File: src/rtl/uart_tx_pkg.sv
// Shared encodings for the UART TX frame sequencer and the downstream output mux.
// UART_TX_PARITY_EN adds the PARITY state to the state encoding.
package uart_tx_pkg;

  localparam logic [1:0] MUX_START  = 2'b00;
  localparam logic [1:0] MUX_SERIAL = 2'b01;
  localparam logic [1:0] MUX_PARITY = 2'b10;
  localparam logic [1:0] MUX_STOP   = 2'b11;

  typedef enum logic [2:0] {
    ST_IDLE   = 3'd0,
    ST_START  = 3'd1,
    ST_DATA   = 3'd2,
`ifdef UART_TX_PARITY_EN
    ST_PARITY = 3'd3,
`endif
    ST_STOP   = 3'd4
  } tx_state_e;

endpackage

File: src/rtl/uart_tx_parity_calc.sv
// Combinational parity of a payload word: XOR-reduce, inverted for odd parity.
module uart_tx_parity_calc #(
  parameter int unsigned DATA_WIDTH = 8
) (
  input  logic [DATA_WIDTH-1:0] data_i,
  input  logic                  odd_i,
  output logic                  par_o
);

  always_comb begin
    par_o = (^data_i) ^ odd_i;
  end

endmodule

File: src/rtl/uart_tx_frame_ctrl.sv
// UART TX frame sequencer: start, LSB-first data, optional parity, stop; one phase per baud clock.
// Parity insertion is built only when UART_TX_PARITY_EN is defined; otherwise par_bit is tied to 0.
module uart_tx_frame_ctrl
  import uart_tx_pkg::*;
#(
  parameter int unsigned DATA_WIDTH = 8
) (
  input  logic                  CLK,
  input  logic                  RST,
  input  logic [DATA_WIDTH-1:0] P_DATA,
  input  logic                  DATA_VALID,
  input  logic                  PAR_EN,
  input  logic                  PAR_TYP,
  output logic [1:0]            mux_sel,
  output logic                  ser_data,
  output logic                  par_bit,
  output logic                  busy
);

  localparam int unsigned CNT_W = (DATA_WIDTH > 1) ? $clog2(DATA_WIDTH) : 1;
  localparam logic [CNT_W-1:0] CNT_LAST = CNT_W'(DATA_WIDTH - 1);

  tx_state_e             state_q, state_d;
  logic [DATA_WIDTH-1:0] shift_q, shift_d;
  logic [CNT_W-1:0]      cnt_q, cnt_d;
  logic [1:0]            mux_q, mux_d;
  logic                  ser_q, ser_d;
  logic                  busy_q, busy_d;

`ifdef UART_TX_PARITY_EN
  logic par_q, par_d;
  logic pen_q, pen_d;
  logic par_calc;

  uart_tx_parity_calc #(
    .DATA_WIDTH(DATA_WIDTH)
  ) u_parity_calc (
    .data_i(P_DATA),
    .odd_i (PAR_TYP),
    .par_o (par_calc)
  );
`else
  logic unused_par_cfg;
  assign unused_par_cfg = PAR_EN ^ PAR_TYP;
`endif

  // Outputs are decoded from the next state so every output comes straight from a flop.
  always_comb begin
    state_d = state_q;
    shift_d = shift_q;
    cnt_d   = cnt_q;
    mux_d   = mux_q;
    ser_d   = ser_q;
    busy_d  = busy_q;
`ifdef UART_TX_PARITY_EN
    par_d   = par_q;
    pen_d   = pen_q;
`endif
    case (state_q)
      ST_IDLE: begin
        if (DATA_VALID) begin
          state_d = ST_START;
          shift_d = P_DATA;
          cnt_d   = '0;
          busy_d  = 1'b1;
          mux_d   = MUX_START;
`ifdef UART_TX_PARITY_EN
          par_d   = par_calc;
          pen_d   = PAR_EN;
`endif
        end
      end
      ST_START: begin
        state_d = ST_DATA;
        cnt_d   = '0;
        mux_d   = MUX_SERIAL;
        ser_d   = shift_q[0];
        shift_d = shift_q >> 1;
      end
      ST_DATA: begin
        if (cnt_q == CNT_LAST) begin
          state_d = ST_STOP;
          mux_d   = MUX_STOP;
`ifdef UART_TX_PARITY_EN
          if (pen_q) begin
            state_d = ST_PARITY;
            mux_d   = MUX_PARITY;
          end
`endif
        end else begin
          cnt_d   = cnt_q + 1'b1;
          ser_d   = shift_q[0];
          shift_d = shift_q >> 1;
        end
      end
`ifdef UART_TX_PARITY_EN
      ST_PARITY: begin
        state_d = ST_STOP;
        mux_d   = MUX_STOP;
      end
`endif
      ST_STOP: begin
        state_d = ST_IDLE;
        cnt_d   = '0;
        busy_d  = 1'b0;
        mux_d   = MUX_STOP;
      end
      default: begin
        state_d = ST_IDLE;
        busy_d  = 1'b0;
        mux_d   = MUX_STOP;
      end
    endcase
  end

  always_ff @(posedge CLK or negedge RST) begin
    if (!RST) begin
      state_q <= ST_IDLE;
      shift_q <= '0;
      cnt_q   <= '0;
      mux_q   <= MUX_STOP;
      ser_q   <= 1'b0;
      busy_q  <= 1'b0;
`ifdef UART_TX_PARITY_EN
      par_q   <= 1'b0;
      pen_q   <= 1'b0;
`endif
    end else begin
      state_q <= state_d;
      shift_q <= shift_d;
      cnt_q   <= cnt_d;
      mux_q   <= mux_d;
      ser_q   <= ser_d;
      busy_q  <= busy_d;
`ifdef UART_TX_PARITY_EN
      par_q   <= par_d;
      pen_q   <= pen_d;
`endif
    end
  end

  assign mux_sel  = mux_q;
  assign ser_data = ser_q;
  assign busy     = busy_q;
`ifdef UART_TX_PARITY_EN
  assign par_bit  = par_q;
`else
  assign par_bit  = 1'b0;
`endif

endmodule

File: config.mk
export PLATFORM = sky130hd
export DESIGN_NAME = uart_tx_frame_ctrl
export DESIGN_NICKNAME = d
export VERILOG_FILES = /design/src/rtl/uart_tx_pkg.sv /design/src/rtl/uart_tx_parity_calc.sv /design/src/rtl/uart_tx_frame_ctrl.sv
export SDC_FILE = /design/constraint.sdc
export NUM_CORES = 1
export LEC_CHECK = 0
export CORE_MARGIN = 2
export CORE_UTILIZATION = 45
export CTS_CLUSTER_DIAMETER = 40
export DETAILED_ROUTE_END_ITERATION = 6
export PLACE_DENSITY = 0.77
export SLEW_MARGIN = 20
export SYNTH_ARGS = -nofsm -noshare
export SYNTH_HDL_FRONTEND = slang
export SYNTH_SLANG_ARGS = --single-unit
File: constraint.sdc
create_clock -name CLK -period 1.8 [get_ports CLK]
set_input_delay 0.36 -clock CLK [delete_from_list [all_inputs] [get_ports CLK]]
set_output_delay 0.36 -clock CLK [all_outputs]
set_load 0.005 [all_outputs]
==> metrics.txt, run 1 <==
Mean Syn Cell Area about 11 µm²; Via-to-Cell Ratio between 5 and 6; CTS tree built; Max-Cap Viols 0; FP Rows 16; Reg2Reg Setup Slack -0.07 ns; GRT Util Overall 0.178; met1 usage 0.230; worst reg2reg endpoint ser_data; GR Util met3 0.0303; worst slew pin tran between 0.7 and 0.8 ns; I/O pins 18; initial antenna violation count 0; area share of the largest cell type after synthesis 0.425; setup violators final 3; clk slew on worst S/H paths 0.11 ns; EDFF count, synth 0; Critical Path End Type flop; worst setup margin -0.0741 ns; largest net degree at the start of global routing 28; syn_nets just over 100; mapped cell area 942 µm²; DRT iter0 DRCs 9; RD Place Congestion 0.732; top-count cell post-synth dfrtp_1; Worst EP arrival 2.08 ns; skew final approximately 0.0084 ns; DR vias 788; number of global-route vias before repair 727; met2 Use GR 0.271; root buf cell clkbuf_4; first-pass GRT wire length 3.27 mm; Post-route DRC 0; hold slack approximately 0.36 ns; Post-synth top cells dfrtp_1, o21ai_0, a221oi_1, a2bb2oi_1, a22o_1; total power draw 2.29 mW; Worst Hold Class in2async; dpl cells 128; Die Ht 49.8 µm; CORE AREA 1960 µm²; Critical Path RT 2.01 ns; violated checks setup timing; drt first pass iters 4; status finished, violations left; hpwl dp ~1.3 mm; Die Span X 49.8 µm; final net count around 120; Max Clk Rate 0.534 GHz; power density over cell area approximately 1800 nW/µm²; # fillers ~160; startpoint types flop; clock sinks 18; asr flop ratio synth 1.00; RSZ-0062 raised after global routing true; CTS Buf Count 3; fin cells around 140; later-pin clock latency in the skew report 0.31 ns; clock tree buffer depth 2; Ys Warns 0; WS Path Type reg2reg; GR peak layer met2; synth unique cells 32; leakage 0.516 nW; cells taking the most area after synthesis dfrtp_1, a221oi_1, a2bb2oi_1; Post-DRT Antenna Nets 0; H-tree depth 1; Gate Count Post-Synth 87; peak supply drop 0.741 mV; die area 2480 µm²; Synth area leader dfrtp_1; share of layout cells above drive strength 1 0.333; Top FF cell, synth dfrtp_1; FF-to-FF Start cnt_q[0]; Slew Limit Headroom 0.514; area grow syn2layout 36.1%; share of the yosys chip area belonging to registers 0.481; ant diodes 0; FF-to-FF path depth 6; initial core utilization 0.480; Max Slew Vio Count 0; Total Wirelength 2.06 mm; crit path time final 1.87 ns; # port buffers 14; overflow left after global routing 0; flops & latches, synth 18; CP Max Fanout 5; Fin. Hold Viols 0; period utilisation layout 1.04; mean routed wirelength per cell 15.2 µm
## worst max-delay path, cell delays in order (launching register included)
cell and delay, ns:
dfrtp_1 0.40, ha_2 0.20, ha_4 0.16, or3b_4 0.39
buf_6 0.15, a21oi_4 0.17, mux2_4 0.31
## registers in the layout, indices dropped and copies added (netlist names)
signal    cells
shift_q       8
state_q       3
busy          1
cnt_q         3
mux_sel       2
ser_data      1
## kinds of logic after synthesis
family,share of synthesized area
muxes,0.0120
xor gates and xnor gates,0.0186
other,0.00398
buffers and inverters,0.0624
adders and majority gates,0.0266
DFF,0.481
and+or+nand+nor,0.0770
AOI/OAI and AO/OA,0.319
## what timing repair did
item                                    4_1_cts  5_1_grt
cloned                                        1        0
endpoints found under the hold margin         0        0
pin swaps                                     1        7
gates resized for setup                       6        8
endpoints found under the setup margin        9        9
hold buffers                                  0        0
buffers inserted                              0        2
## metrics by stage
stage / utilization / setup WS (ns) / TNS [ns] / cell area [µm²]
after floorplan: - / 0.00402 / 0 / 961
after global placement: 0.585 / -0.0841 / -0.626 / 1150
after detailed placement: 0.585 / -0.0656 / -0.500 / 1150
after CTS: 0.622 / -0.0529 / -0.112 / 1220
after global routing: 0.654 / -0.121 / -0.530 / 1280
final: 0.654 / -0.0741 / -0.120 / 1280
## final cells by class
cell class,count,area [µm²],share of cell area
multi-input cells,58,524,0.409
well taps,27,33.8,0.0263
inverters,3,11.3,0.00878
repair buffers,25,224,0.175
clock buffers,4,36.3,0.0283
flip-flops and latches,18,453,0.353
## per-layer routing
metal	routed length, µm	share of wire
met5	0	0
met4	89	0.043
met3	76	0.037
met2	996	0.48
met1	895	0.44
## cell usage in the layout (no fill, tap or decap), types with 2 or more instances in the layout
master / count
nor3_1: 2
inv_1: 3
a221oi_2: 6
clkbuf_4: 3
o21ai_0: 12
a2bb2oi_1: 2
dfrtp_1: 16
a21oi_4: 2
nand2b_1: 2
a22o_1: 4
buf_4: 9
a2bb2oi_2: 5
clkdlybuf4s50_1: 14
nor2_1: 2
nand2_1: 3
dfstp_2: 2
## worst max path at each step
stage | startpoint | to | slack (ns)
after floorplan | cnt_q[1] | ser_data | 0.004
after global placement | DATA_VALID | shift_q[5] | -0.08
after global routing | cnt_q[0] | shift_q[2] | -0.12
after CTS | cnt_q[1] | ser_data | -0.05
final | cnt_q[0] | ser_data | -0.07
after detailed placement | DATA_VALID | shift_q[5] | -0.07
## power breakdown
group	leakage, nW	internal [mW]	total [mW]	switching (mW)
registers	0.214	0.602	0.729	0.127
clock network	0.0210	0.124	0.258	0.135
logic	0.281	0.714	1.30	0.590
No activity file was read; power rests on OpenSTA's default activity.
==> inputs of run 2 (changes only) <==
- CELL_PAD_IN_SITES_DETAIL_PLACEMENT: unset -> 1
- CELL_PAD_IN_SITES_GLOBAL_PLACEMENT: unset -> 2
- CORE_UTILIZATION: 45 -> 29
- PLACE_DENSITY: 0.77 -> unset
- PLACE_DENSITY_LB_ADDON: unset -> 0.1
==> metrics.txt, run 2 (same netlist as run 1, synthesis figures left out) <==
status finished, violations left; violated checks setup timing; largest net degree at the start of global routing 28; Slew Limit Headroom 0.586; power density over cell area around 1800 nW/µm²; Fin. Hold Viols 0; initial core utilization 0.306; CTS tree built; dpl ws -0.249 ns; later-pin clock latency in the skew report 0.30 ns; FP Rows 20; period utilisation layout 1.01; CORE AREA just over 3000 µm²; mean routed wirelength per cell between 10 and 15 µm; Total Wirelength roughly 2.2 mm; root buf cell clkbuf_4; commonest non-fill, non-tap cell in the layout dfrtp_1; Critical Path End Type flop; die area 3720 µm²; worst slew pin tran 0.621 ns; clock tree buffer depth 2; clk slew on worst S/H paths 0.11 ns; initial antenna violation count 0; first-pass GRT wire length between 3 and 4 mm; FF-to-FF Start cnt_q[1]; setup violators final 8; crit path time final 1.82 ns; worst setup margin -0.0228 ns; Die Span X about 60 µm; leakage 0.529 nW; # port buffers 14; CTS Buf Count 3; share of layout cells above drive strength 1 0.364; GRT Util Overall 0.143; Max Clk Rate ~0.55 GHz; most frequent cells in the layout dfrtp_1, clkdlybuf4s50_1, o21ai_0; Post-route DRC 0; I/O pins 18; RD Place Congestion a little under 0.7; drt first pass iters 4; DR vias 781; clock sinks 18; Max Slew Vio Count 0; # fillers 355; peak supply drop 0.695 mV; startpoint types flop; worst reg2reg endpoint ser_data; Largest register FFs 8; Max-Cap Viols 0; Top Registers shift_q: 8 flops, cnt_q: 3 flops, state_q: 3 flops; Critical Path RT 1.99 ns; FF-to-FF path depth 6; Via-to-Cell Ratio ~5; dpl cells roughly 150; WS Path Type reg2reg; Reg2Reg Setup Slack -0.02 ns; ant diodes 0; H-tree depth 1; Post-DRT Antenna Nets 0; Worst EP arrival 2.01 ns; Biggest register shift_q; area grow syn2layout 42.8%; CP Max Fanout 2; Worst Hold Class in2async; hpwl dp 1.55 mm; final net count approximately 130; final design utilization 0.437; DRT iter0 DRCs 21; overflow left after global routing 0; skew final 0.00743 ns; Die Ht slightly above 60 µm; number of global-route vias before repair 771; fin cells between 150 and 200; RSZ-0062 raised after global routing true
[run 2: cell types whose count changed in the layout (fill, tap and decap cells not counted), sizes merged]
cell | previous run | this run
buf | 11 | 13
[run 2: worst max-delay path by stage]
stage	startpoint	to	depth (start not counted)
2_1_floorplan	cnt_q[1]	ser_data	6
3_3_place_gp	DATA_VALID	shift_q[4]	4
3_5_place_dp	DATA_VALID	shift_q[6]	4
4_1_cts	cnt_q[0]	ser_data	6
5_1_grt	cnt_q[1]	ser_data	6
6_report	cnt_q[1]	ser_data	6
[run 2: cell type report]
type	instances	area (µm²)	area share
Sequential cell	18	453	0.337
Tap cell	44	55.1	0.0409
Multi-Input combinational cell	58	543	0.404
Timing Repair Buffer	27	256	0.191
Clock buffer	4	26.3	0.0195
Inverter	3	11.3	0.00837
[run 2: where the power goes]
part	switching [mW]	leakage [nW]	total, mW	internal, mW
sequential	0.140	0.214	0.742	0.601
clock	0.135	0.0150	0.222	0.0862
combinational	0.615	0.299	1.45	0.840
[run 2: per-stage QoR]
stage	hold WS (ns)	setup TNS, ns	instance area, µm²	total power [mW]
5_1_grt	0.275	-0.647	1350	2.61
3_5_place_dp	0.505	-1.90	1190	1.85
2_1_floorplan	0.0644	0	961	1.45
6_report	0.288	-0.0883	1350	2.42
3_3_place_gp	0.502	-1.84	1190	1.81
4_1_cts	0.289	-0.0632	1300	2.29
[run 2: what timing repair did]
action | in CTS | in global routing
setup buffers | 2 | 0
endpoints found under the setup margin | 9 | 9
resized for setup | 12 | 10
pin swaps | 4 | 3
hold buffers | 0 | 0
[run 2: critical path, cell delays in order, from the launching register on]
cell and delay [ns]:
dfrtp_1 0.40, ha_2 0.20, ha_4 0.16, or3b_4 0.39, buf_6 0.13, a21oi_4 0.13, mux2_4 0.30
[run 2: routing by layer]
| metal | GRT usage | vias to the layer above | share of wire |
|---|---|---|---|
| met3 | 0.0256 | 2 | 0.031 |
| met4 | 0.0839 | 0 | 0.014 |
| met1 | 0.191 | 391 | 0.50 |
| li1 | - | 376 | - |
| met2 | 0.218 | 12 | 0.45 |
| met5 | 0 | - | 0 |
==> inputs of run 3 (changes only) <==
- CORE_MARGIN: 2 -> 10
- CTS_CLUSTER_DIAMETER: 40 -> 150
==> metrics.txt, run 3 (same netlist as run 1, synthesis figures left out) <==
status finished, violations left; violated checks setup timing; first-pass GRT wire length 4.02 mm; CTS Hold Buffers Added 0; Crit path buffers/inverters 1; RD Place Congestion 0.717; ant diodes 0; Max-Cap Viols 0; period utilisation layout 1.03; peak supply drop approximately 0.62 mV; overflow left after global routing 0; FP Rows 20; die area 5930 µm²; clk slew on worst S/H paths 0.11 ns; Biggest register shift_q; GR Util met3 0.0326; Critical Path RT 2.00 ns; initial core utilization 0.306; Max Clk Rate 0.537 GHz; hpwl dp 1.63 mm; crit path time final around 1.9 ns; post-route cell area around 1300 µm²; Critical Path Source cnt_q[0]; RSZ-0062 raised after global routing true; DR vias a little over 800; Largest register FFs 8; number of global-route vias before repair 832; delay-heaviest family, CP flip-flops; I/O pins 18; most frequent cells in the layout dfrtp_1, clkdlybuf4s50_1, buf_4; GRT Util Overall 0.0810; drt first pass iters 3; share of layout cells above drive strength 1 0.360; initial antenna violation count 0; setup violators final 6; later-pin clock latency in the skew report 0.30 ns; # port buffers 14; Worst Hold Class in2async; # fillers 348; final design utilization 0.436; Die Span X ~77 µm; Max Slew Vio Count 0; Top Registers shift_q: 8 flops, cnt_q: 3 flops, state_q: 3 flops; skew final 0.00103 ns; H-tree depth 1; area grow syn2layout 42.5%; CTS Buf Count 3; Fin. Hold Viols 0; CTS tree built; crit path max-delay cell type dfrtp_1; Reg2Reg Setup Slack -0.06 ns; worst slew pin tran 0.706 ns; Via-to-Cell Ratio 5.21; multi-input logic area about 530 µm²; Post-DRT Antenna Nets 0; worst reg2reg endpoint ser_data; storage element area 453 µm²; Die Ht slightly below 80 µm; CORE AREA 3080 µm²; worst setup margin -0.0624 ns; Slowest Stage Delay on Critical Path 0.40 ns; crit path cell chain ha_2, ha_4, or3b_4, buf_6, a21oi_4, mux2_4; FF-to-FF path depth 6; startpoint types flop; FF-to-FF Start cnt_q[0]; CP Max Fanout 5; WS Path Type reg2reg; Slew Limit Headroom 0.528; GR peak layer met2; clock sinks 18; Post-route DRC 0; Worst EP arrival 2.07 ns; mean routed wirelength per cell 15.3 µm; largest net degree at the start of global routing 19; final net count 127; Total Wirelength roughly 2.4 mm; power density over cell area 1770 nW/µm²; Critical Path End Type flop; root buf cell clkbuf_4; met2 Use GR 0.120; DRT iter0 DRCs 13; clock tree buffer depth 2; Post-DP Area 1190 µm²; commonest non-fill, non-tap cell in the layout dfrtp_1; met1 usage 0.106; leakage around 0.54 nW
run 3: cell count changes in the layout (fill, tap and decap cells not counted):
cell / before / now
buf_4: 9 / 11
buf_6: 3 / 1
buf_2: 0 / 1
a2bb2oi_1: 0 / 1
clkbuf_8: 0 / 1
a221oi_1: 0 / 2
o21ai_0: 11 / 10
buf_8: 1 / 0
clkbuf_1: 1 / 0
buf_12: 0 / 1
a221oi_2: 7 / 5
a2bb2oi_2: 7 / 6
o21ai_2: 0 / 1
run 3: cell type report:
class / count / area share
repair buffers: 28 / 0.193
well taps: 44 / 0.0410
inverters: 3 / 0.00839
clock buffers: 4 / 0.0270
multi-input cells: 58 / 0.393
flip-flops and latches: 18 / 0.337
run 3: power breakdown:
| group | leakage (nW) | internal [mW] | total (mW) | switching (mW) |
|---|---|---|---|---|
| logic | 0.304 | 0.782 | 1.38 | 0.593 |
| registers | 0.214 | 0.602 | 0.740 | 0.138 |
| clock network | 0.0210 | 0.124 | 0.266 | 0.142 |
| total | 0.540 | 1.51 | 2.38 | 0.874 |
run 3: routing by layer:
| metal | up-vias | part of all wire |
|---|---|---|
| met2 | 12 | 0.46 |
| met5 | - | 0 |
| li1 | 384 | - |
| met3 | 5 | 0.042 |
| met1 | 407 | 0.49 |
| met4 | 0 | 0.010 |
run 3: worst max-delay path by stage:
stage	endpoint	cells after the start	slack [ns]
after floorplan	ser_data	6	0.004
after global placement	shift_q[5]	4	-0.21
after CTS	ser_data	6	-0.05
final	ser_data	6	-0.06
after global routing	ser_data	6	-0.10
after detailed placement	shift_q[5]	4	-0.21
run 3: repair_timing:
action / 4_1_cts / 5_1_grt
setup buffers: 0 / 2
gates resized for setup: 1 / 16
pin swaps: 1 / 7
cloned: 0 / 1
endpoints found under the setup margin: 9 / 9
run 3: metrics by stage:
| step | worst slack (ns) | std cells | total power [mW] | hold slack, ns | TNS [ns] |
|---|---|---|---|---|---|
| 5_1_grt | -0.105 | 155 | 2.57 | 0.394 | -0.559 |
| 4_1_cts | -0.0477 | 152 | 2.09 | 0.377 | -0.152 |
| 3_3_place_gp | -0.210 | 148 | 1.78 | 0.499 | -1.65 |
| 6_report | -0.0624 | 155 | 2.38 | 0.373 | -0.124 |
| 3_5_place_dp | -0.205 | 148 | 1.81 | 0.508 | -1.62 |
| 2_1_floorplan | 0.00402 | 87 | 1.45 | 0.0644 | 0 |
